### config.mk
export PLATFORM = sky130hd
export DESIGN_NAME = mdio_controller_flat
export DESIGN_NICKNAME = d
export VERILOG_FILES = /design/src/rtl/mdio_controller_if.sv /design/src/rtl/mdio_controller.sv /design/src/flat_wrapper.sv
export SDC_FILE = /design/constraint.sdc
export NUM_CORES = 1
export LEC_CHECK = 0
export ABC_AREA = 1
export BUFFER_PORTS_ARGS = -buffer_cell sky130_fd_sc_hd__buf_2
export CORE_AREA = 2 2 126 128
export CTS_BUF_LIST = sky130_fd_sc_hd__clkbuf_2
export CTS_CLUSTER_DIAMETER = 120
export CTS_CLUSTER_SIZE = 16
export DETAILED_ROUTE_END_ITERATION = 7
export DIE_AREA = 0 0 128 130
export GPL_ROUTABILITY_DRIVEN = 0
export SYNTH_ARGS = -nofsm -noshare
export SYNTH_HDL_FRONTEND = slang
export SYNTH_SLANG_ARGS = --single-unit
### constraint.sdc
create_clock -name i_clk -period 2.3 [get_ports i_clk]
set_input_delay 0.23 -clock i_clk [delete_from_list [all_inputs] [get_ports i_clk]]
set_output_delay 0.23 -clock i_clk [all_outputs]
set_load 0.05 [all_outputs]
### src/rtl/mdio_controller_if.sv
// rtl/mdio_controller_if.sv - host-side request/response bundle for mdio_controller
interface mdio_controller_if;
    logic        i_mdio_start;
    logic [31:0] i_t_data;
    logic        o_busy;
    logic [15:0] o_rd_data;
    logic        o_data_rdy;

    modport master (
        output i_mdio_start,
        output i_t_data,
        input  o_busy,
        input  o_rd_data,
        input  o_data_rdy
    );

    modport slave (
        input  i_mdio_start,
        input  i_t_data,
        output o_busy,
        output o_rd_data,
        output o_data_rdy
    );
endinterface

### src/rtl/mdio_controller.sv
// rtl/mdio_controller.sv - MDIO management-side frame serializer/deserializer; optional MDIO_PREAMBLE_EN adds a 32-bit all-ones preamble
module mdio_controller #(
    parameter int unsigned MDC_DIV = 4
) (
    input  logic              i_clk,
    input  logic              i_reset,
    mdio_controller_if.slave  bus,
    input  logic              i_mdio_in,
    output logic              o_mdc,
    output logic              o_mdio_oe,
    output logic              o_mdio_out
);

`ifdef MDIO_PREAMBLE_EN
    typedef enum logic [1:0] {S_IDLE, S_PREAMBLE, S_FRAME} state_t;
`else
    typedef enum logic [1:0] {S_IDLE, S_FRAME} state_t;
`endif

    localparam logic [7:0] DIV_LAST = 8'(MDC_DIV - 1);

    state_t      r_state;
    logic [31:0] r_frame;
    logic        r_is_read;
    logic [4:0]  r_bit_cnt;
    logic [7:0]  r_div_cnt;
    logic        r_high;
    logic [14:0] r_rx;
    logic        r_mdc;
    logic        r_oe;
    logic        r_out;
    logic [15:0] r_rd_data;
    logic        r_data_rdy;
    logic        r_busy;

    logic        w_div_end;
    logic [4:0]  w_next_cnt;
    logic        w_read_bit;
    logic        w_next_rd_bit;

    // Phase boundary and the turnaround decision for the current and following bit
    assign w_div_end     = (r_div_cnt == DIV_LAST);
    assign w_next_cnt    = r_bit_cnt - 5'd1;
    assign w_read_bit    = r_is_read && !r_bit_cnt[4];
    assign w_next_rd_bit = r_is_read && !w_next_cnt[4];

    // Controller FSM: every output is registered so MDC/MDIO edges line up with CLK
    always_ff @(posedge i_clk) begin
        if (i_reset) begin
            r_state    <= S_IDLE;
            r_frame    <= '0;
            r_is_read  <= 1'b0;
            r_bit_cnt  <= '0;
            r_div_cnt  <= '0;
            r_high     <= 1'b0;
            r_rx       <= '0;
            r_mdc      <= 1'b0;
            r_oe       <= 1'b0;
            r_out      <= 1'b0;
            r_rd_data  <= '0;
            r_data_rdy <= 1'b0;
            r_busy     <= 1'b0;
        end else begin
            r_data_rdy <= 1'b0;
            case (r_state)
                S_IDLE: begin
                    if (bus.i_mdio_start) begin
                        r_frame   <= bus.i_t_data;
                        r_is_read <= (bus.i_t_data[29:28] == 2'b10);
                        r_bit_cnt <= 5'd31;
                        r_div_cnt <= '0;
                        r_high    <= 1'b0;
                        r_mdc     <= 1'b0;
                        r_busy    <= 1'b1;
                        r_oe      <= 1'b1;
`ifdef MDIO_PREAMBLE_EN
                        r_state   <= S_PREAMBLE;
                        r_out     <= 1'b1;
`else
                        r_state   <= S_FRAME;
                        r_out     <= bus.i_t_data[31];
`endif
                    end
                end
`ifdef MDIO_PREAMBLE_EN
                S_PREAMBLE: begin
                    if (w_div_end) begin
                        r_div_cnt <= '0;
                        r_high    <= !r_high;
                        r_mdc     <= !r_high;
                        if (r_high) begin
                            if (r_bit_cnt == 5'd0) begin
                                r_state   <= S_FRAME;
                                r_bit_cnt <= 5'd31;
                                r_out     <= r_frame[31];
                            end else begin
                                r_bit_cnt <= w_next_cnt;
                            end
                        end
                    end else begin
                        r_div_cnt <= r_div_cnt + 8'd1;
                    end
                end
`endif
                S_FRAME: begin
                    if (w_div_end) begin
                        r_div_cnt <= '0;
                        r_high    <= !r_high;
                        r_mdc     <= !r_high;
                        if (r_high) begin
                            // Last CLK of the high phase: the peripheral's bit is settled here
                            if (w_read_bit) begin
                                r_rx <= {r_rx[13:0], i_mdio_in};
                            end
                            if (r_bit_cnt == 5'd0) begin
                                r_state <= S_IDLE;
                                r_busy  <= 1'b0;
                                r_oe    <= 1'b0;
                                r_out   <= 1'b0;
                                if (r_is_read) begin
                                    r_rd_data  <= {r_rx, i_mdio_in};
                                    r_data_rdy <= 1'b1;
                                end
                            end else begin
                                r_bit_cnt <= w_next_cnt;
                                r_oe      <= !w_next_rd_bit;
                                r_out     <= w_next_rd_bit ? 1'b0 : r_frame[w_next_cnt];
                            end
                        end
                    end else begin
                        r_div_cnt <= r_div_cnt + 8'd1;
                    end
                end
                default: r_state <= S_IDLE;
            endcase
        end
    end

    assign o_mdc          = r_mdc;
    assign o_mdio_oe      = r_oe;
    assign o_mdio_out     = r_out;
    assign bus.o_busy     = r_busy;
    assign bus.o_rd_data  = r_rd_data;
    assign bus.o_data_rdy = r_data_rdy;

endmodule

### src/flat_wrapper.sv
// flat-port wrapper written by rule: the top's interface ports become plain ports
module mdio_controller_flat 
#(
    parameter int unsigned MDC_DIV = 4
)
  (i_clk, i_reset, i_mdio_in, o_mdc, o_mdio_oe, o_mdio_out, bus_i_mdio_start, bus_i_t_data, bus_o_busy, bus_o_rd_data, bus_o_data_rdy);
  mdio_controller_if bus_i ();
  input  logic i_clk;
  input  logic i_reset;
  input  logic i_mdio_in;
  output logic o_mdc;
  output logic o_mdio_oe;
  output logic o_mdio_out;
  input wire logic [$bits(bus_i.i_mdio_start)-1:0] bus_i_mdio_start;
  input wire logic [$bits(bus_i.i_t_data)-1:0] bus_i_t_data;
  output wire logic [$bits(bus_i.o_busy)-1:0] bus_o_busy;
  output wire logic [$bits(bus_i.o_rd_data)-1:0] bus_o_rd_data;
  output wire logic [$bits(bus_i.o_data_rdy)-1:0] bus_o_data_rdy;
  assign bus_i.i_mdio_start = bus_i_mdio_start;
  assign bus_i.i_t_data = bus_i_t_data;
  assign bus_o_busy = bus_i.o_busy;
  assign bus_o_rd_data = bus_i.o_rd_data;
  assign bus_o_data_rdy = bus_i.o_data_rdy;
  mdio_controller #(.MDC_DIV(MDC_DIV)) u_core (.i_clk(i_clk), .i_reset(i_reset), .bus(bus_i), .i_mdio_in(i_mdio_in), .o_mdc(o_mdc), .o_mdio_oe(o_mdio_oe), .o_mdio_out(o_mdio_out));
endmodule
## Word-level counts from Yosys, hierarchy flattened

Cells that the tools add are included.

| word-level totals | value |
|---|---|
| register bits after elaboration | 84 |

| cells by class | value |
|---|---|
| add/sub/neg operators | 2 |
| $lt $le $gt $ge | 1 |
| eq/ne operators | 8 |
| multiplexer cells | 34 |
| bitwise logic cells | 4 |
| reduce and logical (&&, ||, !) cells | 19 |

Operators with widths:

| cell | count |
|---|---|
| $mux 5 | 4 |
| $mux 1 | 16 |
| $mux 8 | 2 |
| $pmux 8 s2 | 1 |
| $reduce_and 5->1 | 3 |
| $reduce_and 4->1 | 3 |
| $pmux 5 s2 | 1 |
| $add 8x1->8 const B | 1 |
| $eq 8x2->1 const B | 1 |
| $mux 2 | 4 |
| $pmux 1 s2 | 4 |
| $lt 5x6->1 const B | 1 |
| $ne 2x1->1 const B | 3 |
| $bmux 1 s5 | 1 |
| $logic_not 5->1 | 1 |
| $reduce_or 5->1 | 1 |
| $sub 5x1->5 const B | 1 |
| $logic_not 1->1 | 4 |
| $ne 2x2->1 const B | 2 |
| $not 1->1 | 4 |
| $pmux 2 s2 | 1 |
| $reduce_and 2->1 | 2 |
| $reduce_and 3->1 | 1 |
| $eq 2x1->1 const B | 1 |
| 4 further kinds | 5 |

## Longest topological paths before layout

| logic depth | value |
|---|---|
| depth after elaboration | 8 |
| mapped depth | 14 |
| gate-level depth less buffers | 12 |

## Least setup slack after synthesis

Ideal clock, no wire load.

| timing | value |
|---|---|
| kind | reg-to-reg |
| start point | register u_core.r_bit_cnt[0] |
| end point | register u_core.r_rd_data[11], in the netlist u_core.bus.o_rd_data[11] |
| arrival | 1.858 ns |
| required time | 2.234 ns |
| setup slack | 0.375 ns |
| stages on the path, launching flop included | 11 |
| path buffers | 3 |
| clock period less this slack | 1.925 ns |
| cells stage by stage | dfxtp_1 > buf_2 > inv_2 > buf_2 > ha_1 > nand3_1 > or2_4 > nor3_4 > buf_6 > o21ai_1 > a21oi_2 |

| between the ends | value |
|---|---|
| cells in the longest elaborated chain, start to end | 2 |

Ends and longest elaborated chain:

| element | line | text |
|---|---|---|
| from (decl) | mdio_controller.sv:25 | `logic [4:0] r_bit_cnt;` |
| from (signal assigned) | mdio_controller.sv:125 | `r_bit_cnt <= w_next_cnt;` |
| $logic_not 5->1 | mdio_controller.sv:115 | `if (r_bit_cnt == 5'd0) begin` |
| $reduce_and 5->1 (no source line) | -- |  |
| to (signal assigned) | mdio_controller.sv:121 | `r_rd_data <= {r_rx, i_mdio_in};` |
| to (decl) | mdio_controller.sv:32 | `logic [15:0] r_rd_data;` |

No other way between the ends.
A chain may end at the register's enable or synchronous reset.

## Worst setup path in the final report

| timing | value |
|---|---|
| start point | register u_core.r_state[0] |
| end point | register u_core.r_is_read |

| between the ends | value |
|---|---|
| cells in the longest elaborated chain, start to end | 2 |

Ends and longest elaborated chain:

| element | line | text |
|---|---|---|
| from (decl) | mdio_controller.sv:22 | `state_t r_state;` |
| from (signal assigned) | mdio_controller.sv:50 | `r_state <= S_IDLE;` |
| from (signal assigned) | mdio_controller.sv:80 | `r_state <= S_FRAME;` |
| from (signal assigned) | mdio_controller.sv:116 | `r_state <= S_IDLE;` |
| $logic_not 2->1 | mdio_controller.sv:65 | `case (r_state)` |
| $reduce_and 2->1 (no source line) | -- |  |
| to (signal assigned) | mdio_controller.sv:69 | `r_is_read <= (bus.i_t_data[29:28] == 2'b10);` |
| to (decl) | mdio_controller.sv:24 | `logic r_is_read;` |

No other way between the ends.

==> flow_summary.json <==
{
  "rsz0062_at_grt": "no",
  "area_growth_pct": 28.02,
  "cts_tree": "yes",
  "dr_total_vias": 3219,
  "crit_fanout": 16,
  "synth_edf_count": 0,
  "wire_per_inst_um": 11.28,
  "worstSkewPairLatency_ns": 0.57,
  "dpl.hpwl_um": 5628,
  "h-tree-depth": 3,
  "seq_area_um2": 1643,
  "port_buffers": 56,
  "synthArstFlopShare": 0,
  "antennaDiodeCount": 0,
  "synthCells": 465,
  "nets": 593,
  "routed_wl_um": 8480,
  "ys_warn_count": 0,
  "drc": 0,
  "grt_usage": 0.1070,
  "yosysMostFrequentCell": "dfxtp_1",
  "max_cap_violations": 0,
  "cts-root-buf": "clkbuf_2",
  "crit_buf_inv": 5,
  "hp-class": "primary input to register",
  "status": "finished clean",
  "fin_crit_ns": 1.992,
  "grt_pass1_wl_um": 14120,
  "die_h_um": 130,
  "overflow": 0,
  "drive_gt1_frac": 0.1857,
  "cts_made_buffers": 9,
  "clock-sinks": 82,
  "synth_area_per_cell_um2": 7.383,
  "ant_nets": 0,
  "fin_crit_sh": 0.8661,
  "die-area_um2": 16640,
  "powerDensity_nw_per_um2": 617.3,
  "yosys-top-cells-count": "dfxtp_1, nand2_1, nor2_1",
  "first_global_vias": 2974,
  "yosysSeqAreaShare": 0.4781,
  "netlist.area_leader.share": 0.4781,
  "antenna_found_initial": 0,
  "path_cells": "inv_1 -> nand2_1 -> buf_4 -> clkinv_1 -> buf_4 -> nand3_1 -> a21oi_1 -> dlygate4sd3_1",
  "synthesis.area_um2": 3433,
  "ioPinCount": 57,
  "slew_violations": 0,
  "end_kind": "register",
  "initial_core_util": 0.2226,
  "startpoint_type": "register",
  "core_area_um2": 15420,
  "worstMarginPinSlew_ns": 0.5669,
  "synth_top_area_cell": "dfxtp_1",
  "setup_violations": 0,
  "firstDrtPassIters": 5,
  "leakage_nw": 1.822,
  "irDropWorstVdd_uv": 262.7,
  "vias_per_cell": 4.281,
  "crit_slowest_cell": "dlygate4sd3_1",
  "postCtsSetupBuffers": 0,
  "synth_ff_type": "dfxtp_1",
  "synth-seq-cells": 82,
  "ys_types": 28,
  "crit_top_cell": "buf_4",
  "hold_viol": 0,
  "max_freq_ghz": 0.5020,
  "tns_ns": 0,
  "final.setup_skew_ns": 0.02434,
  "fp.dieW_um": 128,
  "fill_cells": 1687,
  "row_count": 46,
  "slowest_delay_ns": 0.56,
  "cp.arrival_ns": 2.47,
  "crit_family": "buffers and inverters",
  "path_clk_slew_ns": 0.27,
  "synthTopCellsByArea": "dfxtp_1, o21ai_0, nand2_1",
  "required_ns": 2.78,
  "cts.path.max_buffers": 2,
  "power_mw": 2.713,
  "slew_headroom": 0.6207,
  "grt_start_max_net_pins": 42,
  "syn_nets": 503,
  "crit_type": "register to register",
  "drt-initial-drc-count": 188,
  "multiInputGateArea_um2": 1526
}
-- state kept, by name, summed over array words and instances (netlist names) --
name	flops
u_core.r_frame	32
u_core.bus.o_rd_data	16
u_core.r_rx	15
u_core.r_div_cnt	8
u_core.r_bit_cnt	5
u_core.bus.o_data_rdy	1
u_core.o_mdio_oe	1
u_core.o_mdio_out	1
u_core.r_high	1
u_core.r_is_read	1
u_core.r_state	1
-- worst register-to-register path: stages, from the launching register on --
cell and delay, ns:
dfxtp_2 0.52, inv_1 0.12, nand2_1 0.07, buf_4 0.19, clkinv_1 0.10, buf_4 0.20, nand3_1 0.09, a21oi_1 0.06
dlygate4sd3_1 0.56
-- layout make-up --
| type | count | area share |
|---|---|---|
| clock buffer | 9 | 0.01025 |
| clock inverter | 7 | 0.01566 |
| inverter | 37 | 0.03160 |
| multi-input combinational | 321 | 0.3473 |
| sequential | 82 | 0.3738 |
| tap | 192 | 0.05465 |
| timing repair buffer | 104 | 0.1668 |
-- final timing paths --
check / startpoint / to / slack, ns / cells past startpoint
worst max-delay path: u_core.r_state[0] / u_core.r_is_read / 0.31 / 8
worst min-delay path: i_mdio_in / u_core.bus.o_rd_data[0] / 0.44 / 4
worst max register to register: u_core.r_state[0] / u_core.r_is_read / 0.31 / 8
worst min register to register: u_core.r_rx[3] / u_core.bus.o_rd_data[4] / 0.47 / 2
-- power by group --
part / leakage (nW) / total [mW] / internal (mW) / switching [mW]
combinational: 1.08 / 0.427 / 0.179 / 0.248
clock: 0.0732 / 0.765 / 0.182 / 0.583
sequential: 0.670 / 1.52 / 1.48 / 0.0369
total: 1.82 / 2.71 / 1.85 / 0.868
-- per-stage QoR --
step,std cells,instance area [um2],setup slack (ns),hold slack (ns),utilization
global placement,699,3910,0.4847,0.4575,0.2535
CTS,752,4394,0.1128,0.3926,0.2849
finish,752,4395,0.3081,0.4445,0.2850
detailed placement,699,3910,0.4600,0.4580,0.2535
floorplan,465,3433,0.3752,0.2991,-
global route,752,4395,0.1672,0.3631,0.2850
-- kinds of logic after synthesis --
| group | after synthesis | share of synthesized area |
|---|---|---|
| buffers and inverters | 62 | 0.07726 |
| flip-flops | 82 | 0.4781 |
| AO/OA/AOI/OAI | 125 | 0.1921 |
| AND/OR/NAND/NOR | 194 | 0.2453 |
| adder cells (fa/ha/maj) | 2 | 0.007287 |
-- placed cells by master, fill, tap and decap left out, drive strengths merged, types with 2 or more instances in the layout --
master / instances
dfxtp: 82
nand2: 76
o21ai: 74
nor2: 68
buf: 67
a21oi: 49
inv: 41
nand3: 39
dlygate4sd3: 37
clkbuf: 9
nor3: 7
clkinv: 3
ha: 2
nand4: 2
-- metal layers --
layer | routed length (um) | GRT usage
met2 | 3721 | 0.1718
met5 | 0 | 0
met4 | 91 | 0.03426
met1 | 4185 | 0.1379
met3 | 481 | 0.03321
-- timing repair --
item                       in CTS  in global routing
hold endpoints to repair       45                  0
resized for setup               0                  1
setup endpoints to repair       0                  1
hold buffers                   37                  0
Power figures use the tool's default switching activity.
